--- src/rtl/usb_rx_pkt_mem_writer_if.sv ---
// Bundle of the receive byte stream, packet-RAM write port, descriptor
// handshake and space-release signals around usb_rx_pkt_mem_writer.
// master = the writer itself, slave = its environment.
interface usb_rx_pkt_mem_writer_if #(
  parameter int unsigned ADDR_W = 16
);
  // ULPI receive byte stream
  logic              rx_valid;
  logic [7:0]        rx_data;
  logic              rx_sop;
  logic              rx_eop;
  logic              rx_err;
  logic              rx_ready;
  // Packet RAM write port
  logic [ADDR_W-1:0] mem_address;
  logic              mem_chipselect;
  logic              mem_write;
  logic [3:0]        mem_byteenable;
  logic [31:0]       mem_writedata;
  logic              mem_clken;
  // Packet descriptor towards CPU/DMA
  logic              desc_valid;
  logic              desc_ready;
  logic [ADDR_W-1:0] desc_addr;
  logic [10:0]       desc_len;
  logic              desc_err;
  // Space returned by the consumer
  logic              release_valid;
  logic [10:0]       release_words;
  // Status
  logic [15:0]       drop_cnt;

  modport master (
    input  rx_valid, rx_data, rx_sop, rx_eop, rx_err,
    output rx_ready,
    output mem_address, mem_chipselect, mem_write, mem_byteenable, mem_writedata, mem_clken,
    output desc_valid, desc_addr, desc_len, desc_err,
    input  desc_ready,
    input  release_valid, release_words,
    output drop_cnt
  );

  modport slave (
    output rx_valid, rx_data, rx_sop, rx_eop, rx_err,
    input  rx_ready,
    input  mem_address, mem_chipselect, mem_write, mem_byteenable, mem_writedata, mem_clken,
    input  desc_valid, desc_addr, desc_len, desc_err,
    output desc_ready,
    output release_valid, release_words,
    input  drop_cnt
  );
endinterface

--- src/rtl/usb_rx_pkt_mem_writer.sv ---
// Receive packet writer: packs sop/eop framed bytes little-endian into 32-bit
// words, stores them in a circular region of the packet RAM and emits one
// descriptor (start address, length, error) per completed packet. Packets that
// do not fit into the free space are dropped and counted.
module usb_rx_pkt_mem_writer #(
  parameter int unsigned ADDR_W    = 16,
  parameter int unsigned BUF_BASE  = 0,
  parameter int unsigned BUF_WORDS = 1024,
  parameter int unsigned MAX_BYTES = 1024
) (
  input  logic                    clk,
  input  logic                    reset_n,
  usb_rx_pkt_mem_writer_if.master bus
);

  localparam int unsigned       FREE_W     = $clog2(BUF_WORDS + 1);
  localparam logic [ADDR_W-1:0] FIRST_ADDR = ADDR_W'(BUF_BASE);
  localparam logic [ADDR_W-1:0] LAST_ADDR  = ADDR_W'(BUF_BASE + BUF_WORDS - 1);
  localparam logic [FREE_W-1:0] FREE_FULL  = FREE_W'(BUF_WORDS);
  localparam logic [10:0]       MAX_LEN    = 11'(MAX_BYTES);

  localparam logic [2:0] StIdle  = 3'd0;
  localparam logic [2:0] StPkt   = 3'd1;
  localparam logic [2:0] StFlush = 3'd2;
  localparam logic [2:0] StDesc  = 3'd3;
  localparam logic [2:0] StDrop  = 3'd4;

  // Control / ring state
  logic [2:0]        state_q, state_d;
  logic [ADDR_W-1:0] wr_ptr_q, wr_ptr_d;     // next word to write
  logic [ADDR_W-1:0] start_q, start_d;       // first word of current packet
  logic [FREE_W-1:0] free_q, free_d;         // unused ring words
  logic [FREE_W-1:0] words_q, words_d;       // words written for current packet
  logic [10:0]       cnt_q, cnt_d;           // bytes stored for current packet
  logic [31:0]       word_q, word_d;         // word under assembly
  logic              err_q, err_d;
  logic              trunc_q, trunc_d;
  logic [15:0]       drop_cnt_q, drop_cnt_d;
  // Registered write port
  logic              mem_write_q, mem_write_d;
  logic [ADDR_W-1:0] mem_addr_q, mem_addr_d;
  logic [31:0]       mem_data_q, mem_data_d;
  logic [3:0]        mem_be_q, mem_be_d;
  // Registered descriptor
  logic              desc_valid_q, desc_valid_d;
  logic [ADDR_W-1:0] desc_addr_q, desc_addr_d;
  logic [10:0]       desc_len_q, desc_len_d;
  logic              desc_err_q, desc_err_d;

  // Per-byte datapath
  logic              rx_ready;
  logic              accept;
  logic              restart;     // sop inside a packet: abandon and start over
  logic              start_new;
  logic              take;        // byte enters the packing datapath
  logic [ADDR_W-1:0] eff_ptr;
  logic [ADDR_W-1:0] eff_start;
  logic [FREE_W-1:0] eff_free;
  logic [FREE_W-1:0] eff_words;
  logic [10:0]       eff_cnt;
  logic [31:0]       eff_word;
  logic              eff_err;
  logic              eff_trunc;
  logic              store;
  logic [1:0]        lane;
  logic [31:0]       new_word;
  logic [2:0]        nbytes;
  logic [3:0]        be;
  logic              need_write;
  logic [FREE_W-1:0] free_base;
  logic [31:0]       free_sum;

  function automatic logic [ADDR_W-1:0] next_addr(input logic [ADDR_W-1:0] a);
    return (a == LAST_ADDR) ? FIRST_ADDR : a + 1'b1;
  endfunction

  assign rx_ready = (state_q == StIdle) || (state_q == StPkt) || (state_q == StDrop);
  assign accept   = bus.rx_valid && rx_ready;

  // Packing datapath: values a byte works against, with a restart folding in the rewind
  always_comb begin
    restart   = accept && bus.rx_sop && (state_q == StPkt);
    start_new = accept && bus.rx_sop && ((state_q == StIdle) || (state_q == StPkt));
    take      = start_new || (accept && !bus.rx_sop && (state_q == StPkt));
    eff_ptr   = restart ? start_q : wr_ptr_q;
    eff_free  = restart ? free_q + words_q : free_q;
    eff_start = start_new ? eff_ptr : start_q;
    eff_words = start_new ? '0 : words_q;
    eff_cnt   = start_new ? '0 : cnt_q;
    eff_word  = start_new ? '0 : word_q;
    eff_err   = !start_new && err_q;
    eff_trunc = !start_new && trunc_q;

    store    = (eff_cnt < MAX_LEN);
    lane     = eff_cnt[1:0];
    new_word = eff_word;
    if (store) begin
      new_word[{lane, 3'b000} +: 8] = bus.rx_data;
    end
    // Bytes in the word to be written; a truncated packet flushes its pending partial word
    nbytes = store ? ({1'b0, lane} + 3'd1) : {1'b0, lane};
    need_write = take && (store ? ((lane == 2'd3) || bus.rx_eop)
                                : (bus.rx_eop && (lane != 2'd0)));
    case (nbytes)
      3'd1:    be = 4'h1;
      3'd2:    be = 4'h3;
      3'd3:    be = 4'h7;
      default: be = 4'hF;
    endcase
  end

  // Next-state: FSM, ring pointers, free space, write port and descriptor
  always_comb begin
    state_d      = state_q;
    wr_ptr_d     = wr_ptr_q;
    start_d      = start_q;
    words_d      = words_q;
    cnt_d        = cnt_q;
    word_d       = word_q;
    err_d        = err_q;
    trunc_d      = trunc_q;
    drop_cnt_d   = drop_cnt_q;
    mem_write_d  = 1'b0;
    mem_addr_d   = mem_addr_q;
    mem_data_d   = mem_data_q;
    mem_be_d     = mem_be_q;
    desc_valid_d = desc_valid_q;
    desc_addr_d  = desc_addr_q;
    desc_len_d   = desc_len_q;
    desc_err_d   = desc_err_q;
    free_base    = free_q;

    if (take) begin
      if (need_write && (eff_free == '0)) begin
        // No room: rewind to packet start, give back its words, discard to eop
        wr_ptr_d  = eff_start;
        free_base = eff_free + eff_words;
        words_d   = '0;
        cnt_d     = '0;
        word_d    = '0;
        err_d     = 1'b0;
        trunc_d   = 1'b0;
        if (drop_cnt_q != 16'hFFFF) begin
          drop_cnt_d = drop_cnt_q + 16'd1;
        end
        state_d = bus.rx_eop ? StIdle : StDrop;
      end else begin
        start_d = eff_start;
        cnt_d   = store ? eff_cnt + 11'd1 : eff_cnt;
        err_d   = eff_err || (bus.rx_eop && bus.rx_err);
        trunc_d = eff_trunc || !store;
        state_d = bus.rx_eop ? StFlush : StPkt;
        if (need_write) begin
          mem_write_d = 1'b1;
          mem_addr_d  = eff_ptr;
          mem_data_d  = new_word;
          mem_be_d    = be;
          wr_ptr_d    = next_addr(eff_ptr);
          free_base   = eff_free - 1'b1;
          words_d     = eff_words + 1'b1;
          word_d      = '0;
        end else begin
          wr_ptr_d  = eff_ptr;
          free_base = eff_free;
          words_d   = eff_words;
          word_d    = new_word;
        end
      end
    end

    case (state_q)
      StFlush: begin
        // Last word went out this cycle; publish the descriptor next
        state_d      = StDesc;
        desc_valid_d = 1'b1;
        desc_addr_d  = start_q;
        desc_len_d   = cnt_q;
        desc_err_d   = err_q || trunc_q;
      end
      StDesc: begin
        if (desc_valid_q && bus.desc_ready) begin
          desc_valid_d = 1'b0;
          state_d      = StIdle;
        end
      end
      StDrop: begin
        if (accept && bus.rx_eop) begin
          state_d = StIdle;
        end
      end
      default: ;
    endcase

    // Release and write in one cycle combine; space can never exceed the ring
    free_sum = 32'(free_base) + (bus.release_valid ? 32'(bus.release_words) : 32'd0);
    free_d   = (free_sum > BUF_WORDS) ? FREE_FULL : FREE_W'(free_sum);
  end

  // State registers
  always_ff @(posedge clk or negedge reset_n) begin
    if (!reset_n) begin
      state_q      <= StIdle;
      wr_ptr_q     <= FIRST_ADDR;
      start_q      <= FIRST_ADDR;
      free_q       <= FREE_FULL;
      words_q      <= '0;
      cnt_q        <= '0;
      word_q       <= '0;
      err_q        <= 1'b0;
      trunc_q      <= 1'b0;
      drop_cnt_q   <= '0;
      mem_write_q  <= 1'b0;
      mem_addr_q   <= '0;
      mem_data_q   <= '0;
      mem_be_q     <= '0;
      desc_valid_q <= 1'b0;
      desc_addr_q  <= '0;
      desc_len_q   <= '0;
      desc_err_q   <= 1'b0;
    end else begin
      state_q      <= state_d;
      wr_ptr_q     <= wr_ptr_d;
      start_q      <= start_d;
      free_q       <= free_d;
      words_q      <= words_d;
      cnt_q        <= cnt_d;
      word_q       <= word_d;
      err_q        <= err_d;
      trunc_q      <= trunc_d;
      drop_cnt_q   <= drop_cnt_d;
      mem_write_q  <= mem_write_d;
      mem_addr_q   <= mem_addr_d;
      mem_data_q   <= mem_data_d;
      mem_be_q     <= mem_be_d;
      desc_valid_q <= desc_valid_d;
      desc_addr_q  <= desc_addr_d;
      desc_len_q   <= desc_len_d;
      desc_err_q   <= desc_err_d;
    end
  end

  assign bus.rx_ready       = rx_ready;
  assign bus.mem_address    = mem_addr_q;
  assign bus.mem_chipselect = mem_write_q;
  assign bus.mem_write      = mem_write_q;
  assign bus.mem_byteenable = mem_be_q;
  assign bus.mem_writedata  = mem_data_q;
  assign bus.mem_clken      = 1'b1;
  assign bus.desc_valid     = desc_valid_q;
  assign bus.desc_addr      = desc_addr_q;
  assign bus.desc_len       = desc_len_q;
  assign bus.desc_err       = desc_err_q;
  assign bus.drop_cnt       = drop_cnt_q;

endmodule
--- src/flat_wrapper.sv ---
// flat-port wrapper written by rule: the top's interface ports become plain ports
module usb_rx_pkt_mem_writer_flat 
#(
  parameter int unsigned ADDR_W    = 16,
  parameter int unsigned BUF_BASE  = 0,
  parameter int unsigned BUF_WORDS = 1024,
  parameter int unsigned MAX_BYTES = 1024
)
  (clk, reset_n, bus_rx_valid, bus_rx_data, bus_rx_sop, bus_rx_eop, bus_rx_err, bus_rx_ready, bus_mem_address, bus_mem_chipselect, bus_mem_write, bus_mem_byteenable, bus_mem_writedata, bus_mem_clken, bus_desc_valid, bus_desc_addr, bus_desc_len, bus_desc_err, bus_desc_ready, bus_release_valid, bus_release_words, bus_drop_cnt);
  usb_rx_pkt_mem_writer_if #(.ADDR_W(ADDR_W)) bus_i ();
  input  logic clk;
  input  logic reset_n;
  input wire logic [$bits(bus_i.rx_valid)-1:0] bus_rx_valid;
  input wire logic [$bits(bus_i.rx_data)-1:0] bus_rx_data;
  input wire logic [$bits(bus_i.rx_sop)-1:0] bus_rx_sop;
  input wire logic [$bits(bus_i.rx_eop)-1:0] bus_rx_eop;
  input wire logic [$bits(bus_i.rx_err)-1:0] bus_rx_err;
  output wire logic [$bits(bus_i.rx_ready)-1:0] bus_rx_ready;
  output wire logic [$bits(bus_i.mem_address)-1:0] bus_mem_address;
  output wire logic [$bits(bus_i.mem_chipselect)-1:0] bus_mem_chipselect;
  output wire logic [$bits(bus_i.mem_write)-1:0] bus_mem_write;
  output wire logic [$bits(bus_i.mem_byteenable)-1:0] bus_mem_byteenable;
  output wire logic [$bits(bus_i.mem_writedata)-1:0] bus_mem_writedata;
  output wire logic [$bits(bus_i.mem_clken)-1:0] bus_mem_clken;
  output wire logic [$bits(bus_i.desc_valid)-1:0] bus_desc_valid;
  output wire logic [$bits(bus_i.desc_addr)-1:0] bus_desc_addr;
  output wire logic [$bits(bus_i.desc_len)-1:0] bus_desc_len;
  output wire logic [$bits(bus_i.desc_err)-1:0] bus_desc_err;
  input wire logic [$bits(bus_i.desc_ready)-1:0] bus_desc_ready;
  input wire logic [$bits(bus_i.release_valid)-1:0] bus_release_valid;
  input wire logic [$bits(bus_i.release_words)-1:0] bus_release_words;
  output wire logic [$bits(bus_i.drop_cnt)-1:0] bus_drop_cnt;
  assign bus_i.rx_valid = bus_rx_valid;
  assign bus_i.rx_data = bus_rx_data;
  assign bus_i.rx_sop = bus_rx_sop;
  assign bus_i.rx_eop = bus_rx_eop;
  assign bus_i.rx_err = bus_rx_err;
  assign bus_rx_ready = bus_i.rx_ready;
  assign bus_mem_address = bus_i.mem_address;
  assign bus_mem_chipselect = bus_i.mem_chipselect;
  assign bus_mem_write = bus_i.mem_write;
  assign bus_mem_byteenable = bus_i.mem_byteenable;
  assign bus_mem_writedata = bus_i.mem_writedata;
  assign bus_mem_clken = bus_i.mem_clken;
  assign bus_desc_valid = bus_i.desc_valid;
  assign bus_desc_addr = bus_i.desc_addr;
  assign bus_desc_len = bus_i.desc_len;
  assign bus_desc_err = bus_i.desc_err;
  assign bus_i.desc_ready = bus_desc_ready;
  assign bus_i.release_valid = bus_release_valid;
  assign bus_i.release_words = bus_release_words;
  assign bus_drop_cnt = bus_i.drop_cnt;
  usb_rx_pkt_mem_writer #(.ADDR_W(ADDR_W), .BUF_BASE(BUF_BASE), .BUF_WORDS(BUF_WORDS), .MAX_BYTES(MAX_BYTES)) u_core (.clk(clk), .reset_n(reset_n), .bus(bus_i));
endmodule
--- config.mk ---
export PLATFORM = sky130hd
export DESIGN_NAME = usb_rx_pkt_mem_writer_flat
export DESIGN_NICKNAME = d
export VERILOG_FILES = /design/src/rtl/usb_rx_pkt_mem_writer_if.sv /design/src/rtl/usb_rx_pkt_mem_writer.sv /design/src/flat_wrapper.sv
export SDC_FILE = /design/constraint.sdc
export NUM_CORES = 1
export LEC_CHECK = 0
export BUFFER_PORTS_ARGS = -buffer_cell sky130_fd_sc_hd__buf_2
export CAP_MARGIN = 20
export CORE_ASPECT_RATIO = 1.5
export CORE_MARGIN = 2
export CORE_UTILIZATION = 40
export CTS_CLUSTER_DIAMETER = 60
export CTS_CLUSTER_SIZE = 20
export DETAILED_ROUTE_END_ITERATION = 16
export GPL_TIMING_DRIVEN = 0
export SLEW_MARGIN = 10
export SYNTH_ARGS = -nofsm -noshare
export SYNTH_HDL_FRONTEND = slang
export SYNTH_SLANG_ARGS = --single-unit
--- constraint.sdc ---
create_clock -name clk -period 16.7 [get_ports clk]
set_clock_uncertainty 0.2 [all_clocks]
set_input_delay 3.34 -clock clk [delete_from_list [all_inputs] [get_ports clk]]
set_output_delay 3.34 -clock clk [all_outputs]
set_load 0.02 [all_outputs]
* Yosys cells after proc, flatten, opt, wreduce, memory -nomap -nowiden
Cells that the tools add are included.
** Operators by class
- Shift operators :: 2
- Add/subtract/negate cells :: 10
- $lt $le $gt $ge :: 2
- Bitwise logic cells :: 1
- Eq/ne operators :: 11
- Reductions and logical operators :: 32
- Muxes and demuxes :: 39
** Operator list (count)
- 2-to-1 mux 11 bit :: 12
- 2-to-1 mux 32 bit :: 4
- 2-to-1 mux 16 bit :: 5
- adder 11 x 32 -> 32 bit :: 1
- adder 16 x 1 -> 16 bit, second input constant :: 2
- bitwise mux 32 bit :: 1
- greater-than comparator 32 x 11 -> 1 bit, second input constant :: 1
- variable shift 8 x 7 -> 32 bit, first input constant :: 1
- variable part select 8 x 7 -> 32 bit :: 1
- adder 11 x 1 -> 11 bit, second input constant :: 2
- adder 11 bit :: 2
- 2-to-1 mux 3 bit :: 6
- equality test 16 x 10 -> 1 bit, second input constant :: 1
- != test 16 bit, second input constant :: 1
- logical AND 1 bit :: 14
- equality test 3 x 2 -> 1 bit, second input constant :: 4
- case mux 4 bit (3 select lines) :: 1
- zero test 11 bit :: 1
- less-than comparator 11 bit, second input constant :: 1
- subtractor 11 x 1 -> 11 bit, second input constant :: 1
- case mux 3 bit (3 select lines) :: 1
- logical OR 1 bit :: 7
- 2-to-1 mux 1 bit :: 7
- negator 5 -> 7 bit :: 1
- 13 further kinds :: 19
** Word-level totals
- Output and inout port bits :: 101
- Bits in registers :: 200
- Input port bits :: 27

* Depth between registers and ports, before layout
Gate-level depths: netlist of the first run.
- Depth in word-level cells :: 17
- Mapped depth :: 29
- Gate-level depth less buffers :: 24

* Worst setup path before layout of the first run
OpenSTA, ideal clock, no wires.
- Path type :: input port to flip-flop
- Start point :: input bus_rx_valid
- End point :: register u_core.free_q[4]
- Library setup time :: 142 ps
- Slack :: 7604 ps
- Arrival :: 8754 ps
- Stages :: 26
- Path through :: nor3b_1 > nand2_1 > buf_2 > buf_1 > clkbuf_1 > nor2_1 > a21oi_1 > ha_1 > nand3b_1 > a2111o_1 > a211oi_4 > nor2_1 > clkbuf_1 > a211oi_1 > ha_1 > inv_1 > fa_1 > nor2b_1 > o21ai_0 > a21boi_0 > o21a_1 > o41a_1 > a21oi_1 > o311a_1 > o21ai_0 > nor3_1
** On the way
- Longest elaborated chain between the ends :: 14
- Elaborated cells on any way between the ends :: 27
** Ends and longest elaborated chain
- start: declaration :: line flat_wrapper.sv:13 : input wire logic [$bits(bus_i.rx_valid)-1:0] bus_rx_valid;
- logical AND 1 bit * :: line usb_rx_pkt_mem_writer.sv:78 : assign accept = bus.rx_valid && rx_ready;
- branches (longest 9 deep; another with less-than comparator 11 bit)
- 2-to-1 mux 11 bit * :: line usb_rx_pkt_mem_writer.sv:133 : if (take) begin
- adder 11 x 32 -> 32 bit * :: line usb_rx_pkt_mem_writer.sv:195 : free_sum = 32'(free_base) + (bus.release_valid ? 32'(bus.release_words) : 32'd0);
- greater-than comparator 32 x 11 -> 1 bit :: line usb_rx_pkt_mem_writer.sv:196 : free_d = (free_sum > BUF_WORDS) ? FREE_FULL : FREE_W'(free_sum);
- 2-to-1 mux 11 bit * :: line usb_rx_pkt_mem_writer.sv:196
- named net u_core.free_d[4] :: line usb_rx_pkt_mem_writer.sv:32 : logic [FREE_W-1:0] free_q, free_d;
- end signal: assignment :: line usb_rx_pkt_mem_writer.sv:224 : free_q <= free_d;
- end: declaration :: line usb_rx_pkt_mem_writer.sv:32
Mark *: on every way through the listed nets, which the timed path passes.
A chain may end at the register's enable or synchronous reset.

* Worst setup path in the final report of the first run
- Start point :: input bus_rx_sop
- End point :: register u_core.free_q[1]
** On the way
- Longest elaborated chain between the ends :: 13
- Elaborated cells on any way between the ends :: 27
** Ends and longest elaborated chain
- start: declaration :: line flat_wrapper.sv:15 : input wire logic [$bits(bus_i.rx_sop)-1:0] bus_rx_sop;
- branches (longest 9 deep; another with less-than comparator 11 bit)
- 2-to-1 mux 11 bit * :: line usb_rx_pkt_mem_writer.sv:133
- adder 11 x 32 -> 32 bit * :: line usb_rx_pkt_mem_writer.sv:195
- greater-than comparator 32 x 11 -> 1 bit :: line usb_rx_pkt_mem_writer.sv:196
- 2-to-1 mux 11 bit * :: line usb_rx_pkt_mem_writer.sv:196
- named net u_core.free_d[1] :: line usb_rx_pkt_mem_writer.sv:32
Marks and branches as above.

==> metrics.md, run 1 <==
| Metric | Value |
|---|---|
| Core ar. | 27,300 µm² |
| Number of max-cap violations | 0 |
| Post_cts resized | 0 |
| Post-DP HPWL | 24,600 µm |
| Vias in the first global route | 9,419 |
| Syn. warnings | 0 |
| Die H | 209 µm |
| GRT met2 Usage | 40.2% |
| Synth Register Bits | 200 |
| Clock slew at reported path FFs | 0.07 ns |
| Nets | 1,384 |
| Worst EP arrival | 11.04 ns |
| Area Overhead vs Synth | 15.1% |
| Antenna-violating nets left | 0 |
| Busiest layer in global routing | met2 |
| Final core utilization | 47.0% |
| PD cells | 173 nW/µm² |
| Largest net degree at the start of global routing | 104 |
| Fmax | 0.0915 GHz |
| Met1 Use GR | 27.7% |
| Gr usage total | 23.0% |
| Via count | 9,560 |
| DRC viols | 0 |
| Die ar. | 29,300 µm² |
| Post-synth top area cell | dfrtp_1 |
| Die W | 140 µm |
| Worst setup SP type | input port |
| Synth cell types | 81 |
| Wirelength, routed | 33,300 µm |
| Setup TNS | 0 ns |
| CTS Buf Count | 17 |
| Period minus WS final | 10.93 ns |
| Io pins | 128 |
| FP Rows | 74 |
| DR iter-0 viols | 639 |
| CTS tree | done |
| Fin crit share | 65.5% |
| Root Buffer | clkbuf_16 |
| Crit-path max FO | 10 |
| Fill cell count | 2,641 |
| First-pass GRT wire length | 52,600 µm |
| Unrepaired setup endpoints after global routing | false |
| CTS Hold Buffers Added | 0 |
| Fin. max-slew vios | 0 |
| Met3 GRT Util | 4.37% |
| Final hold vios | 0 |
| Initial antenna violation count | 2 |
| Share of layout cells above drive strength 1 | 16.7% |
| Critical Path Max Stage Delay | 0.66 ns |
| Worst endpoint required time | 16.81 ns |
| CTS H-tree depth | 4 |
| Slowest cell on the critical path | clkbuf_1 |
| Synth top area cells | dfrtp_1 45%, a21oi_1 4.4%, ha_1 4.4% |
| Detailed-route vias per instance | 5.72 |
| CP most frequent cell | clkbuf_1 |
| Status | complete, no violations |
| Most common cell in the netlist | dfrtp_1 |
| Post-CTS Setup Bufs | 0 |
| Routability cong. | 0.898 |
| Worst setup path category | in -> reg |
| Worst Tran Pin Value | 1.07 ns |
| Remaining Overflow, GRT | 0 |
| Gate Count Post-Synth | 1,176 |
| Post-synth EDFFs | 0 |
| Initial cell density of the core | 40.9% |
| Top_reg_cell synth | dfrtp_1 |
| Port Buffer Count | 118 |
| Final count of negative-setup-slack endpoints | 0 |
| Worst Setup End Kind | flop |
| Footprint of the multi-input gates | 5760 µm² |
| Routed wire per std cell | 19.9 µm |
| Synth async-reset ratio | 100% |
| Sequential cell area | 5010 µm² |
| Seq/Total Area, Yosys | 44.9% |
| Synthesized Nets | 1,244 |
| Hold WS | 0.275 ns |
| Slew HR | 28.4% |
| Yosys top cell area share | 44.6% |
| Syn avg cell area | 9.49 µm² |
| Clk_lat worst skew | 0.45 ns |
| Synth Cell Area | 11,200 µm² |
| Sink Count | 200 |
| Drt pass-1 iters | 5 |
| Total Power | 2220 µW |
| Most frequent cells after synthesis | 199 x dfrtp_1, 121 x nor2_1, 98 x a21oi_1 |
| Static Leak | 0.00598 µW |
| CTS max path bufs | 2 |
| Worst hold path class | reg -> reg |
| Worst vdd ir | 0.0000970 V |
## cell families (layout without fill, tap and decap cells)
group                      after synthesis  in the layout  share of synthesized area [%]
xor gates and xnor gates                56             56                           4.40
AOI/OAI and AO/OA                      331            331                           19.8
and+or+nand+nor                        390            390                           17.0
adders and majority gates               41             41                           4.73
DFF                                    200            200                           44.9
other                                    1              2                         0.0336
buffers and inverters                  100            253                           3.63
muxes                                   57             57                           5.53
## state kept, by name (all words and copies together), names as in the netlist
| register | count |
|---|---|
| u_core.free_q | 11 |
| u_core.bus.mem_chipselect | 1 |
| u_core.bus.desc_addr | 16 |
| u_core.bus.mem_byteenable | 4 |
| u_core.bus.mem_writedata | 32 |
| u_core.bus.desc_err | 1 |
| u_core.start_q | 16 |
| u_core.trunc_q | 1 |
| u_core.err_q | 1 |
| u_core.state_q | 3 |
| u_core.bus.drop_cnt | 16 |
| u_core.bus.desc_valid | 1 |
| u_core.word_q | 32 |
| u_core.bus.mem_address | 16 |
| u_core.cnt_q | 11 |
| u_core.words_q | 11 |
| u_core.wr_ptr_q | 16 |
| u_core.bus.desc_len | 11 |
## where the power goes
| part | internal, µW | leakage [µW] | switching (µW) |
|---|---|---|---|
| Clock | 230 | 0.000291 | 197 |
| Combinational | 375 | 0.00308 | 677 |
| Sequential | 638 | 0.00261 | 107 |
| Total | 1240 | 0.00598 | 981 |
## cell usage in the layout, fill, tap and decap left out, types with 32 or more instances in the layout
master / instances
nor3_1: 35
a21oi_1: 98
a22o_1: 37
nor2_1: 121
ha_1: 39
buf_2: 126
nand2_1: 91
dfrtp_1: 199
o21ai_0: 62
a22oi_1: 32
clkbuf_1: 41
mux2_2: 34
## final timing paths
path                                               from                      endpoint  slack (ns)  cells past startpoint
max                                          bus_rx_sop              u_core.free_q[1]        5.77                     26
min                        u_core.bus.mem_byteenable[0]  u_core.bus.mem_byteenable[0]        0.27                      1
max reg2reg                           u_core.state_q[0]              u_core.free_q[1]        8.19                     27
min reg2reg                u_core.bus.mem_byteenable[0]  u_core.bus.mem_byteenable[0]        0.27                      1
max in group asynchronous                       reset_n             u_core.free_q[10]       12.61                      2
min in group asynchronous                       reset_n      u_core.bus.desc_addr[14]        2.71                      1
## through the flow
| stage | area, µm² | setup WS, ns | cells |
|---|---|---|---|
| floorplan | 11200 | 7.60 | 1176 |
| global placement | 12200 | 5.42 | 1636 |
| detailed placement | 12200 | 5.38 | 1639 |
| CTS | 12800 | 5.79 | 1671 |
| global route | 12800 | 5.27 | 1672 |
| finish | 12800 | 5.77 | 1672 |
## layer usage
metal / wire length, µm / share of wire, % / up-vias
met2: 16800 / 50 / 257
met3: 1540 / 4.6 / 65
met4: 1140 / 3.4 / 2
met5: 9 / 0.027 / -
li1: - / - / 4535
met1: 13800 / 41 / 4701
## critical path, delay by kind of cell
| family | cells | cell delay, ns |
|---|---|---|
| AO/OA/AOI/OAI | 10 | 3.04 |
| buffers and inverters | 8 | 2.94 |
| AND/OR/NAND/NOR | 5 | 0.96 |
| adder cells (fa/ha/maj) | 3 | 0.76 |
## layout make-up
class                   instances  area share (%)
diodes                          1          0.0195
flip-flops and latches        200            39.0
inverters                      30           0.877
multi-input cells             876            44.9
plain buffers                  70            2.28
well taps                     342            3.33
repair buffers                121            5.01
clock buffers                  19            3.53
clock inverters                13            1.11
Power figures use the tool's default switching activity.
==> inputs of run 2 (changes only) <==
--- a/config.mk
+++ b/config.mk
@@ -5,6 +5,7 @@
 export SDC_FILE = /design/constraint.sdc
 export NUM_CORES = 1
 export LEC_CHECK = 0
+export ABC_AREA = 1
 export BUFFER_PORTS_ARGS = -buffer_cell sky130_fd_sc_hd__buf_2
 export CAP_MARGIN = 20
 export CORE_ASPECT_RATIO = 1.5
==> constraint.sdc (replaced) <==
create_clock -name clk -period 9.4 [get_ports clk]
set_clock_uncertainty 0.2 [all_clocks]
set_input_delay 1.88 -clock clk [delete_from_list [all_inputs] [get_ports clk]]
set_output_delay 1.88 -clock clk [all_outputs]
set_load 0.02 [all_outputs]
==> run 2 against run 1 <==
Net effect:
- synthesized area is 7.2% higher
- first-iteration DRC count is 14% higher
- die area is 7.0% higher
- critical path depth is 5 higher
- sequential share of layout area is 2.5 points lower
- clock power is 69% higher
- largest cell class unchanged
==> metrics.md, run 2 <==
| Metric | Value |
|---|---|
| Syn. warnings | 0 |
| Synth async-reset ratio | 100% |
| Worst setup SP type | input port |
| Setup TNS | 0 ns |
| FP Rows | 77 |
| Core ar. | 29,500 µm² |
| CP most frequent cell | nand2_1 |
| Initial cell density of the core | 40.6% |
| Post-Synth XOR/XNOR Area | 3.66% |
| PD cells | 299 nW/µm² |
| Worst EP arrival | 7.47 ns |
| Die W | 145 µm |
| Fmax | 0.137 GHz |
| Simple-gate area share of the yosys netlist | 25.6% |
| DRC viols | 0 |
| Synth Register Bits | 200 |
| Clk_lat worst skew | 0.44 ns |
| Largest net degree at the start of global routing | 84 |
| Worst vdd ir | 0.000155 V |
| Root Buffer | clkbuf_16 |
| CTS tree | done |
| Most common cell after layout, fill and taps aside | nand2_1 |
| Sink Count | 200 |
| Remaining Overflow, GRT | 0 |
| Number of max-cap violations | 0 |
| Io pins | 128 |
| Syn avg cell area | 7.38 µm² |
| Final core utilization | 46.5% |
| Routability cong. | 0.931 |
| Highest-count cells in the layout ignoring fill and taps | 468 x nand2_1, 258 x inv_1, 199 x dfrtp_1, 146 x buf_2, 110 x o21ai_0 |
| Initial antenna violation count | 0 |
| Reg power frac | 32.8% |
| Post-CTS Setup Bufs | 0 |
| Synth cell types | 48 |
| Fin crit share | 77.5% |
| Fill cell count | 3,028 |
| Clk pwr share | 17.6% |
| Slew HR | 48.2% |
| CTS Hold Buffers Added | 0 |
| Fin. max-slew vios | 0 |
| Post-synth EDFFs | 0 |
| Comb power frac | 49.6% |
| Worst Setup End Kind | flop |
| Synth Cell Area | 12,000 µm² |
| Synthesized Nets | 1,689 |
| Hold WS | 0.266 ns |
| First-pass GRT wire length | 56,300 µm |
| Final hold vios | 0 |
| Synth Area in Adders | 4.41% |
| P_sw | 1920 µW |
| Status | complete, no violations |
| Post-DP HPWL | 27,000 µm |
| Via count | 11,000 |
| Internal cell power | 2190 µW |
| Critical path's top delay family | simple AND/OR/NAND/NOR gates |
| Most common cell in the netlist | nand2_1 |
| Post-synthesis mux area share | 0% |
| CTS H-tree depth | 4 |
| CTS Buf Count | 17 |
| Final count of negative-setup-slack endpoints | 0 |
| Yosys top cell area share | 41.6% |
| Die ar. | 31,300 µm² |
| Wirelength, routed | 34,900 µm |
| Critical Path Max Stage Delay | 0.51 ns |
| Period minus WS final | 7.29 ns |
| Top_reg_cell synth | dfrtp_1 |
| Worst hold path class | reg -> reg |
| Gate Count Post-Synth | 1,621 |
| Antenna Cells | 0 |
| Worst Tran Pin Value | 0.777 ns |
| Worst endpoint required time | 9.58 ns |
| Static Leak | 0.00716 µW |
| DR iter-0 viols | 730 |
| Most frequent cells after synthesis | 468 x nand2_1, 258 x inv_1, 199 x dfrtp_1 |
| Worst setup path category | in -> reg |
| Clock slew at reported path FFs | 0.07 ns |
| Crit-path max FO | 10 |
| Post-synth top area cell | dfrtp_1 |
| Sw frac | 46.8% |
| Unrepaired setup endpoints after global routing | false |
| Slowest cell on the critical path | clkbuf_1 |
| Detailed-route vias per instance | 5.07 |
| CTS max path bufs | 2 |
| Total Power | 4110 µW |
| Area Overhead vs Synth | 14.6% |
| Antenna-violating nets left | 0 |
| Compound-cell area share of the yosys netlist | 13.5% |
| Post_cts resized | 0 |
| Die H | 216 µm |
| Synth top area cells | dfrtp_1 42%, nand2_1 15%, inv_1 8.1% |
| Vias in the first global route | 10,900 |
| Nets | 1,836 |
| Worst Path Buf+Inv | 8 |
| Drt pass-1 iters | 8 |
| Gr usage total | 22.5% |
| Routed wire per std cell | 16.0 µm |
| Share of layout cells above drive strength 1 | 13.1% |
| Port Buffer Count | 126 |
| Combinational family with the most area after synthesis | simple AND/OR/NAND/NOR gates |
| Seq/Total Area, Yosys | 41.8% |
[run 2: cell types whose count changed in the layout (fill, tap and decap cells not counted), moves of 20 or more]
cell     previous run  this run
a21oi_1            98        28
a22o_1             37         0
a22oi_1            32         0
buf_2             126       146
inv_1              29       258
mux2_2             34         0
mux2i_1            20         0
nand2_1            91       468
nand3_1            31        84
nor2_1            121        88
nor3_1             35        14
o21ai_0            62       110
o21ai_1             1        49
o22ai_1             9        58
[run 2: logic make-up after synthesis]
kind of cell	count (synthesis)
simple gates	720
buf+inv	325
compound gates	284
flops	200
xor+xnor	50
fa+ha+maj	41
other cells	1
[run 2: cell type report]
| cell class | instances | area [µm²] | area share, % |
|---|---|---|---|
| inverters | 268 | 1010 | 7.33 |
| clock buffers | 20 | 447 | 3.26 |
| well taps | 395 | 494 | 3.60 |
| repair buffers | 128 | 696 | 5.07 |
| plain buffers | 57 | 300 | 2.19 |
| flip-flops and latches | 200 | 5010 | 36.5 |
| multi-input cells | 1096 | 5650 | 41.2 |
| clock inverters | 12 | 115 | 0.839 |
[run 2: routing by layer]
metal  part of all wire, %  GRT usage, %  vias to the layer above
met1                    40          25.7                     5215
met2                    53          42.0                      262
met5                     0             0                        -
met3                   3.3          2.90                       71
met4                   3.9          9.77                        0
li1                      -             -                     5490
[run 2: path summary, 6_finish.rpt]
| check | startpoint | end | slack [ns] | depth (start not counted) |
|---|---|---|---|---|
| setup / recovery | bus_rx_valid | u_core.free_q[8] | 2.11 | 31 |
| hold / removal | u_core.bus.mem_byteenable[0] | u_core.bus.mem_byteenable[0] | 0.27 | 1 |
| setup reg to reg | u_core.state_q[2] | u_core.free_q[8] | 3.10 | 31 |
| hold reg to reg | u_core.bus.mem_byteenable[0] | u_core.bus.mem_byteenable[0] | 0.27 | 1 |
| max in group asynchronous | reset_n | u_core.bus.mem_address[9] | 6.76 | 3 |
| min in group asynchronous | reset_n | u_core.bus.mem_writedata[12] | 1.13 | 1 |
[run 2: stage by stage]
stage          worst slack [ns]  instances  area (µm²)
2_1_floorplan              3.62       1621       12000
3_3_place_gp               1.66       2142       13100
3_5_place_dp               1.65       2144       13200
4_1_cts                    2.09       2176       13700
5_1_grt                    1.58       2176       13700
6_report                   2.11       2176       13700
[run 2: worst reg2reg max path: cells and delay by family, from the launching register on]
family	cells	cell delay (ns)
flops	1	0.48
fa+ha+maj	3	0.84
compound gates	2	0.43
buf+inv	8	1.69
simple gates	18	2.58
[run 2: power groups by stage]
stage                     Combinational (µW)  Sequential, µW  Clock, µW
after floorplan                         1250            1490          0
after global placement                  2000            1350          0
after detailed placement                2040            1360          0
after CTS                               2050            1340        735
after global routing                    2290            1380        770
final                                   2040            1350        722
